$ cat src/rtl/logic32_serial_unit_if.sv
`default_nettype none
// ============================================================================
// Module      : logic32_serial_unit_if
// Description : Request/complete bus for the bit-sliced 32-bit logic unit.
//               The master issues START with operands and operation code. The
//               slave returns the result register and the BUSY/DONE status.
// Revision    : 1.0 - initial release
// ============================================================================
interface logic32_serial_unit_if;
  logic        start;
  logic [1:0]  opr;
  logic [31:0] a;
  logic [31:0] b;
  logic [31:0] y;
  logic        busy;
  logic        done;

  modport master (
    output start, opr, a, b,
    input  y, busy, done
  );

  modport slave (
    input  start, opr, a, b,
    output y, busy, done
  );
endinterface
`default_nettype wire

$ cat src/rtl/logic32_serial_unit.sv
`default_nettype none
// ============================================================================
// Module      : logic32_serial_unit
// Description : Multi-cycle 32-bit AND/OR/NOR/INV unit. Operands are latched on
//               an accepted START and processed SLICE_W bits per clock, LSB
//               slice first. DONE pulses for one cycle when the result is
//               complete.
// Revision    : 1.0 - initial release
// ============================================================================
module logic32_serial_unit #(
  parameter int SLICE_W = 8
) (
  input  wire logic            clk,
  input  wire logic            rst_n,
  logic32_serial_unit_if.slave bus
);

  localparam int c_N     = 32 / SLICE_W;
  localparam int c_CNT_W = (c_N > 1) ? $clog2(c_N) : 1;

  localparam logic [c_CNT_W-1:0] c_CNT_LAST = c_CNT_W'(c_N - 1);
  localparam logic [c_CNT_W-1:0] c_CNT_ONE  = c_CNT_W'(1);
  // Mask covering one slice at bit 0. The 64-bit arithmetic keeps SLICE_W=32 exact.
  localparam logic [31:0] c_SLICE_ONES = 32'((64'd1 << SLICE_W) - 64'd1);

  typedef enum logic [1:0] {
    S_IDLE = 2'd0,
    S_RUN  = 2'd1,
    S_FIN  = 2'd2
  } state_t;

  state_t               r_state;
  logic [c_CNT_W-1:0]   r_cnt;
  logic [31:0]          r_a;
  logic [31:0]          r_b;
  logic [1:0]           r_opr;
  logic [31:0]          r_y;
  logic                 r_busy;
  logic                 r_done;

  logic [31:0]          w_func;
  logic [31:0]          w_mask;
  int                   w_shift;

  // Full-width function of the latched operands. Only the slice selected by
  // r_cnt is merged into Y each cycle.
  always_comb begin
    w_func  = 32'h0000_0000;
    w_shift = int'(r_cnt) * SLICE_W;
    w_mask  = c_SLICE_ONES << w_shift;
    case (r_opr)
      2'b00:   w_func = r_a & r_b;
      2'b01:   w_func = r_a | r_b;
      2'b10:   w_func = ~(r_a | r_b);
      default: w_func = ~r_a;
    endcase
  end

  // Sequencer: accept in IDLE, one slice per RUN cycle, single FIN cycle for DONE.
  always_ff @(posedge clk or negedge rst_n) begin
    if (!rst_n) begin
      r_state <= S_IDLE;
      r_cnt   <= '0;
      r_a     <= 32'h0000_0000;
      r_b     <= 32'h0000_0000;
      r_opr   <= 2'b00;
      r_y     <= 32'h0000_0000;
      r_busy  <= 1'b0;
      r_done  <= 1'b0;
    end else begin
      case (r_state)
        S_IDLE: begin
          r_done <= 1'b0;
          if (bus.start) begin
            r_a     <= bus.a;
            r_b     <= bus.b;
            r_opr   <= bus.opr;
            r_y     <= 32'h0000_0000;
            r_cnt   <= '0;
            r_busy  <= 1'b1;
            r_state <= S_RUN;
          end
        end
        S_RUN: begin
          // Y was cleared on acceptance, so OR-ing the masked slice in leaves
          // the not-yet-computed upper slices at zero.
          r_y <= r_y | (w_func & w_mask);
          if (r_cnt == c_CNT_LAST) begin
            r_done  <= 1'b1;
            r_state <= S_FIN;
          end else begin
            r_cnt <= r_cnt + c_CNT_ONE;
          end
        end
        S_FIN: begin
          r_done  <= 1'b0;
          r_busy  <= 1'b0;
          r_state <= S_IDLE;
        end
        default: begin
          r_done  <= 1'b0;
          r_busy  <= 1'b0;
          r_state <= S_IDLE;
        end
      endcase
    end
  end

  assign bus.y    = r_y;
  assign bus.busy = r_busy;
  assign bus.done = r_done;

endmodule
`default_nettype wire

$ cat src/flat_wrapper.sv
// flat-port wrapper written by rule: the top's interface ports become plain ports
module logic32_serial_unit_flat 
#(
  parameter int SLICE_W = 8
)
  (clk, rst_n, bus_start, bus_opr, bus_a, bus_b, bus_y, bus_busy, bus_done);
  logic32_serial_unit_if bus_i ();
  input  wire logic clk;
  input  wire logic rst_n;
  input wire logic [$bits(bus_i.start)-1:0] bus_start;
  input wire logic [$bits(bus_i.opr)-1:0] bus_opr;
  input wire logic [$bits(bus_i.a)-1:0] bus_a;
  input wire logic [$bits(bus_i.b)-1:0] bus_b;
  output wire logic [$bits(bus_i.y)-1:0] bus_y;
  output wire logic [$bits(bus_i.busy)-1:0] bus_busy;
  output wire logic [$bits(bus_i.done)-1:0] bus_done;
  assign bus_i.start = bus_start;
  assign bus_i.opr = bus_opr;
  assign bus_i.a = bus_a;
  assign bus_i.b = bus_b;
  assign bus_y = bus_i.y;
  assign bus_busy = bus_i.busy;
  assign bus_done = bus_i.done;
  logic32_serial_unit #(.SLICE_W(SLICE_W)) u_core (.clk(clk), .rst_n(rst_n), .bus(bus_i));
endmodule
$ cat config.mk
export PLATFORM = sky130hd
export DESIGN_NAME = logic32_serial_unit_flat
export DESIGN_NICKNAME = d
export VERILOG_FILES = /design/src/rtl/logic32_serial_unit_if.sv /design/src/rtl/logic32_serial_unit.sv /design/src/flat_wrapper.sv
export SDC_FILE = /design/constraint.sdc
export NUM_CORES = 1
export LEC_CHECK = 0
export ABC_AREA = 1
export CAP_MARGIN = 30
export CORE_MARGIN = 8
export CORE_UTILIZATION = 53
export CTS_BUF_LIST = sky130_fd_sc_hd__clkbuf_8
export DETAILED_ROUTE_END_ITERATION = 6
export GPL_TIMING_DRIVEN = 0
export HOLD_SLACK_MARGIN = 0.12
export PLACE_DENSITY = 0.85
export SYNTH_ARGS = -nofsm -noshare
export SYNTH_HDL_FRONTEND = slang
export SYNTH_SLANG_ARGS = --single-unit
$ cat constraint.sdc
create_clock -name clk -period 1.7 [get_ports clk]
set_clock_uncertainty 0.2 [all_clocks]
set_input_delay 0.425 -clock clk [delete_from_list [all_inputs] [get_ports clk]]
set_output_delay 0.425 -clock clk [all_outputs]
set_load 0.03 [all_outputs]
**Yosys cells after proc, flatten, opt, wreduce, memory -nomap -nowiden**

Index checks and enable logic that the tools add are counted.

- Equality and inequality tests: 7
- Reductions and logical operators: 8
- Shift-type cells: 1
- Multiplexer cells: 13
- Add/sub/neg operators: 1
- Bitwise operators: 7

Operator list:

| cell | number |
|---|---|
| 32-bit one-hot mux with 3 select lines | 1 |
| 32-bit AND | 2 |
| 32-bit inverter | 2 |
| 32-bit bitwise OR | 2 |
| 32-bit one-hot mux with 2 select lines | 1 |
| 32-bit two-way mux | 1 |
| 8-bit by 5-bit << shifter with 32-bit output (first input constant) | 1 |
| 2-bit two-way mux | 4 |
| 2-bit one-hot mux with 2 select lines | 2 |
| 2-bit AND reduction | 4 |
| 2-bit by 1-bit equality test with 1-bit output (second input constant) | 2 |
| 2-bit equality test (second input constant) | 2 |
| 2-bit logical NOT | 2 |
| 2-bit != test (second input constant) | 2 |
| 1-bit two-way mux | 3 |
| 3-bit AND reduction | 1 |
| 2-bit by 1-bit adder with 2-bit output (second input constant) | 1 |
| 2-bit by 1-bit != test with 1-bit output (second input constant) | 1 |
| 1-bit one-hot mux with 2 select lines | 1 |
| 2-bit nonzero test | 1 |
| 1-bit inverter | 1 |

- Register bits after elaboration: 104
- Output and inout bits: 34

**Logic depth before layout (Yosys ltp)**

Gate-level depths: netlist of the first run.

- Word-level depth: 6
- Mapped depth: 7
- Depth with buffers taken out: 6

**Least setup slack after synthesis of the first run**

Ideal clock, no wire load.

- Kind: input-to-reg
- Start: input bus_start
- End: register u_core.r_b[24]
- Buffers on the path: 2
- Stages on the path: 5
- Required time: 1.374 ns
- Arrival time: 1.019 ns
- Slack: 0.355 ns
- Setup time: 0.126 ns
- Cell sequence: nand2_1 > nor2_4 > buf_8 > buf_6 > o21ai_0

- Word-level cells in the longest chain between the ends: 1

RTL lines:

| what | line | RTL |
|---|---|---|
| start, declared | flat_wrapper.sv:10 | `input wire logic [$bits(bus_i.start)-1:0] bus_start;` |
| 2-bit AND reduction (no source line) | n/a |  |
| end signal, assigned | logic32_serial_unit.sv:76 | `r_b <= bus.b;` |
| end, declared | logic32_serial_unit.sv:35 | `logic [31:0] r_b;` |

Every way passes these cells.
A chain may end at the register's enable or synchronous reset.

**Final worst setup path of the first run**

- Start: register u_core.r_y[1], in the netlist u_core.bus.y[1]
- End: output bus_y[1]

RTL lines:

| what | line | RTL |
|---|---|---|
| start, declared | logic32_serial_unit.sv:37 | `logic [31:0] r_y;` |
| start signal, assigned | logic32_serial_unit.sv:87 | `r_y <= r_y \| (w_func & w_mask);` |
| end, declared | flat_wrapper.sv:14 | `output wire logic [$bits(bus_i.y)-1:0] bus_y;` |

No word-level cell between the ends.

==> flow_summary.toml, run 1 <==
[grt]
grt_max_degree = 58
grt_usage = 0.219
use_met3 = 0.0408
top_usage_layer = "met2"
use_met1 = 0.267
antenna_found_initial = 0
grtUsageMet2 = 0.359
grt_first_pass_wirelength_mm = 22.4
grt_pass1_vias = 4795
grt_overflow = 0

[floorplan]
ioPinCount = 103
rows = 35
die_h_um = 112
core_area_sq_um = 9150
dieArea_sq_um = 12600
die_w_um = 112
initial_core_util = 0.539

[critical_path]
cp_slowest_cell = "dfrtp_1"
endpoint_kind = "output port"
path_class = "reg2out"
r2r-start = "u_core.r_cnt[1]"
start_kind = "flop"
reg2reg_depth = 5
path_buf_inv = 1
required_ps = 1070
path_cells = "clkdlybuf4s15_2"
critical_path.max_stage_delay_ps = 400
arrival_ps = 1040
r2r-end = "u_core.bus.y[25]"
r2r_slack_ps = 100
cp-startpoint = "u_core.bus.y[1]"
crit_family = "flip-flops"
critPathMaxFanout = 2

[synthesis]
yosys_warnings = 0
avgSynthCellArea_sq_um = 7.94
ys_ff_latch = 104
ys_types = 19
syn_nets = 694
netlist_instances = 621
syn_area_sq_um = 4930
ys_seq_area_frac = 0.528

[pwr]
p_sw_frac = 0.460
switching_power_w = 0.00519
power_w = 0.0113
ir_drop_mv = 0.690
p_leak_nw = 3.10
pwr-share-comb = 0.486
powerDensity_nw_per_um2 = 1820
clockPowerShare = 0.134
p_int_w = 0.00609
p_seq_frac = 0.379

[worst_hold_path]
whs_endpoint = "u_core.bus.y[9]"
hold_class = "reg2reg"
holdPathStages = 2
hp-start = "u_core.bus.y[9]"

[routing]
wl_per_cell_um = 16.0
via_per_inst = 5.31
drc = 0
antenna_left = 0
drt_wl_total_mm = 13.6
num_vias = 4523
drt_iter0_drc = 350
drtPass1Iterations = 5

[cells_and_area]
diodes = 0
fin_nets = 809
area_delta_synth_final_pct = 26.1
final_area_sq_um = 6220
drive_gt1_frac = 0.127
finalCoreUtilization = 0.679
final_cell_mix = "237 x nand2_1, 104 x dfrtp_1, 73 x inv_1"
final_common_cell = "nand2_1"

[timing]
max-slew-margin-rel = 0.641
period_share = 0.979
hold_slack_ps = 284
timing.fmax_mhz = 601
tns_ps = 0
worst_slew_pin_slew_ps = 538
rsz0062_at_grt = "no"
maxSlewViolCount = 0
hold_violations = 0
setup_viol = 0
min_period_ps = 1660

[placed_design]
place_area_sq_um = 6120
dpl.hpwl_mm = 9.67
gp_congestion = 0.841
portBuffers = 102

[status]
outcome = "finished clean"

[clock_tree]
clock-sinks = 104
cts-root-buf = "clkbuf_8"
clock_path_buffers = 2
h-tree-depth = 3
clock_latency_ps = 360
clk_pin_slew_worst_paths_ps = 100
cts_buffers = 9
cts_tree = "done"
cts_setup_buffers = 0

[flow_run]
maxCapViolations = 0
state kept, by name, indices dropped and copies added, names as in the netlist:
register and flops:
u_core.bus.busy 1, u_core.r_a 32, u_core.bus.y 32, u_core.r_state 2, u_core.r_b 32, u_core.r_opr 2, u_core.bus.done 1, u_core.r_cnt 2
power by group through the flow:
stage	Sequential (W)	Clock (W)	Combinational [W]
after floorplan	0.00476	0	0.00320
after global placement	0.00424	0	0.00542
after detailed placement	0.00431	0	0.00566
after CTS	0.00427	0.00152	0.00558
after global routing	0.00440	0.00161	0.00611
final	0.00428	0.00151	0.00549
cell type report:
cell class | instances | area, sq um
sequential | 104 | 2600
clock inverter | 6 | 52.6
multi-input combinational | 411 | 1820
buffer | 31 | 236
tap | 111 | 139
timing repair buffer | 104 | 946
inverter | 75 | 282
fill | 749 | 2940
clock buffer | 10 | 138
worst max path at each step:
stage	end	slack, ps	cells past startpoint
after floorplan	u_core.r_b[24]	360	5
after global placement	u_core.bus.y[2]	-3820	1
after detailed placement	u_core.r_a[20]	-510	5
after CTS	bus_busy	-20	1
after global routing	bus_y[26]	0.3	1
final	bus_y[1]	40	1
Yosys cell counts:
cell      number  share of area
clkbuf_2       2         0.0020
a21oi_1        1         0.0010
inv_2          2         0.0015
nor2_2         4         0.0051
o21ai_1       22          0.022
nor2_1         2         0.0015
nand2_1      237           0.18
buf_8          7          0.021
buf_2         15          0.015
nor2_4         1         0.0023
inv_1         73          0.056
o21ai_2        4         0.0071
nand3_1       64          0.065
dfrtp_1      104           0.53
clkbuf_1       5         0.0038
o21ai_0       71          0.072
nand2_2        1         0.0013
buf_6          2         0.0046
ha_1           4          0.010
per-stage QoR:
| step | std cells | setup WS [ps] |
|---|---|---|
| 5_1_grt | 852 | 0.281 |
| 2_1_floorplan | 621 | 355 |
| 3_5_place_dp | 835 | -508 |
| 4_1_cts | 852 | -19.1 |
| 6_report | 852 | 35.1 |
| 3_3_place_gp | 834 | -3820 |
routing by layer:
metal,vias to the layer above,routed length (um)
li1,2169,-
met1,2123,5630
met2,200,6740
met3,31,901
met4,0,363
met5,-,0
cell families after synthesis:
| logic type | count (synthesis) | share of synthesized area |
|---|---|---|
| AOI/OAI and AO/OA | 98 | 0.103 |
| adders and majority gates | 4 | 0.0102 |
| buffers and inverters | 106 | 0.104 |
| DFF | 104 | 0.528 |
| and+or+nand+nor | 309 | 0.256 |
what timing repair did:
action,4_1_cts,5_1_grt
endpoints found under the setup margin,66,53
hold buffers,1,0
gates resized for setup,116,42
hold endpoints to repair,56,0
No activity file was read; power rests on OpenSTA's default activity.
==> inputs of run 2 (changes only) <==
Settings changed: CAP_MARGIN 30 to 15, CORE_MARGIN 8 to 2.
==> flow_summary.toml, run 2 (synthesized netlist as in run 1, its figures left out) <==
[floorplan]
ioPinCount = 103
core_area_sq_um = 9150
dieArea_sq_um = 10100
die_w_um = 100
rows = 35
die_h_um = 100
initial_core_util = 0.539

[grt]
grt_usage = 0.275
antenna_found_initial = 0
grt_pass1_vias = 4668
grt_max_degree = 58
grt_overflow = 0
grt_first_pass_wirelength_mm = 21.8

[critical_path]
critPathMaxFanout = 2
reg2reg_depth = 6
cp_slowest_cell = "dfrtp_1"
start_kind = "flop"
arrival_ps = 1040
path_class = "reg2out"
path_cells = "clkdlybuf4s15_2"
path_buf_inv = 1
required_ps = 1070
r2r-end = "u_core.bus.y[21]"
critical_path.max_stage_delay_ps = 400
r2r_slack_ps = 130
r2r-start = "u_core.r_cnt[0]"
crit_family = "flip-flops"
endpoint_kind = "output port"

[clock_tree]
cts-root-buf = "clkbuf_8"
cts_buffers = 9
h-tree-depth = 3
clock_latency_ps = 360
clock_path_buffers = 2
cts_tree = "done"
clk_pin_slew_worst_paths_ps = 100
clock-sinks = 104
cts_setup_buffers = 0

[timing]
hold_violations = 0
min_period_ps = 1670
setup_viol = 0
max-slew-margin-rel = 0.576
timing.fmax_mhz = 599
maxSlewViolCount = 0
rsz0062_at_grt = "no"
worst_slew_pin_slew_ps = 636
period_share = 0.982

[placed_design]
dpl.hpwl_mm = 9.02
portBuffers = 102
gp_congestion = 0.833
numPlacedInstances = 835

[cells_and_area]
fin_nets = 809
diodes = 0
ff_latch_area_sq_um = 2600
final_cell_mix = "237 x nand2_1, 104 x dfrtp_1, 74 x inv_1"
area_delta_synth_final_pct = 27.6
final_common_cell = "nand2_1"
fillers = 716
drive_gt1_frac = 0.126
stdcell_count = 852
multiInputGateArea_sq_um = 1820
finalCoreUtilization = 0.687

[worst_hold_path]
whs_endpoint = "u_core.bus.y[12]"
hold_class = "reg2reg"
hp-start = "u_core.bus.y[12]"
holdPathStages = 2

[routing]
num_vias = 4514
wl_per_cell_um = 15.1
drtPass1Iterations = 5
antenna_left = 0
via_per_inst = 5.30
drt_iter0_drc = 277
drt_wl_total_mm = 12.9
drc = 0

[pwr]
ir_drop_mv = 0.838
power_w = 0.0114
p_leak_nw = 3.12
powerDensity_nw_per_um2 = 1810

[status]
outcome = "finished clean"

[flow_run]
maxCapViolations = 0
==> run 2: where the power goes <==
part / switching, W / internal (W)
registers: 0.000693 / 0.00359
clock network: 0.000846 / 0.000760
logic: 0.00354 / 0.00196
==> run 2: repair_timing <==
action	in CTS	in global routing
endpoints found under the hold margin	47	0
hold buffers	1	0
endpoints found under the setup margin	61	17
gates resized for setup	106	31
pin swaps	0	0
==> run 2: metrics by stage <==
step	cell area [sq um]	TNS [ps]	hold slack, ps	worst slack, ps
floorplan	4930	0	-70.6	355
global placement	6090	-424920	262	-3800
detailed placement	6120	-31890	264	-461
CTS	6380	0	289	0.343
global route	6290	0	304	0.325
finish	6290	0	285	31.4
==> run 2: how the worst max path moves through the flow <==
stage	from	end	cells after the start
final	u_core.bus.y[9]	bus_y[9]	1
after global routing	u_core.bus.y[13]	bus_y[13]	1
after CTS	u_core.bus.y[15]	bus_y[15]	1
after detailed placement	bus_start	u_core.r_b[2]	5
after global placement	rst_n	u_core.bus.y[27]	1
after floorplan	bus_start	u_core.r_b[24]	5
==> run 2: cell type report <==
| type | instances | share of cell area |
|---|---|---|
| plain buffers | 31 | 0.0376 |
| multi-input cells | 411 | 0.289 |
| clock inverters | 5 | 0.00895 |
| inverters | 75 | 0.0447 |
| repair buffers | 104 | 0.160 |
| flip-flops and latches | 104 | 0.414 |
| clock buffers | 11 | 0.0241 |
| well taps | 111 | 0.0221 |
==> run 2: routing by layer <==
layer,GRT usage,up-vias,routed length [um]
met5,0,-,0
met4,0.0980,0,201
met3,0.0361,17,697
met2,0.477,160,6540
met1,0.355,2174,5430
li1,-,2163,-
==> inputs of run 3 (changes only) <==
Settings changed: SLEW_MARGIN set to 0.
==> results of run 3 <==
The final DEF is identical to that of run 2; final timing and power are the same.
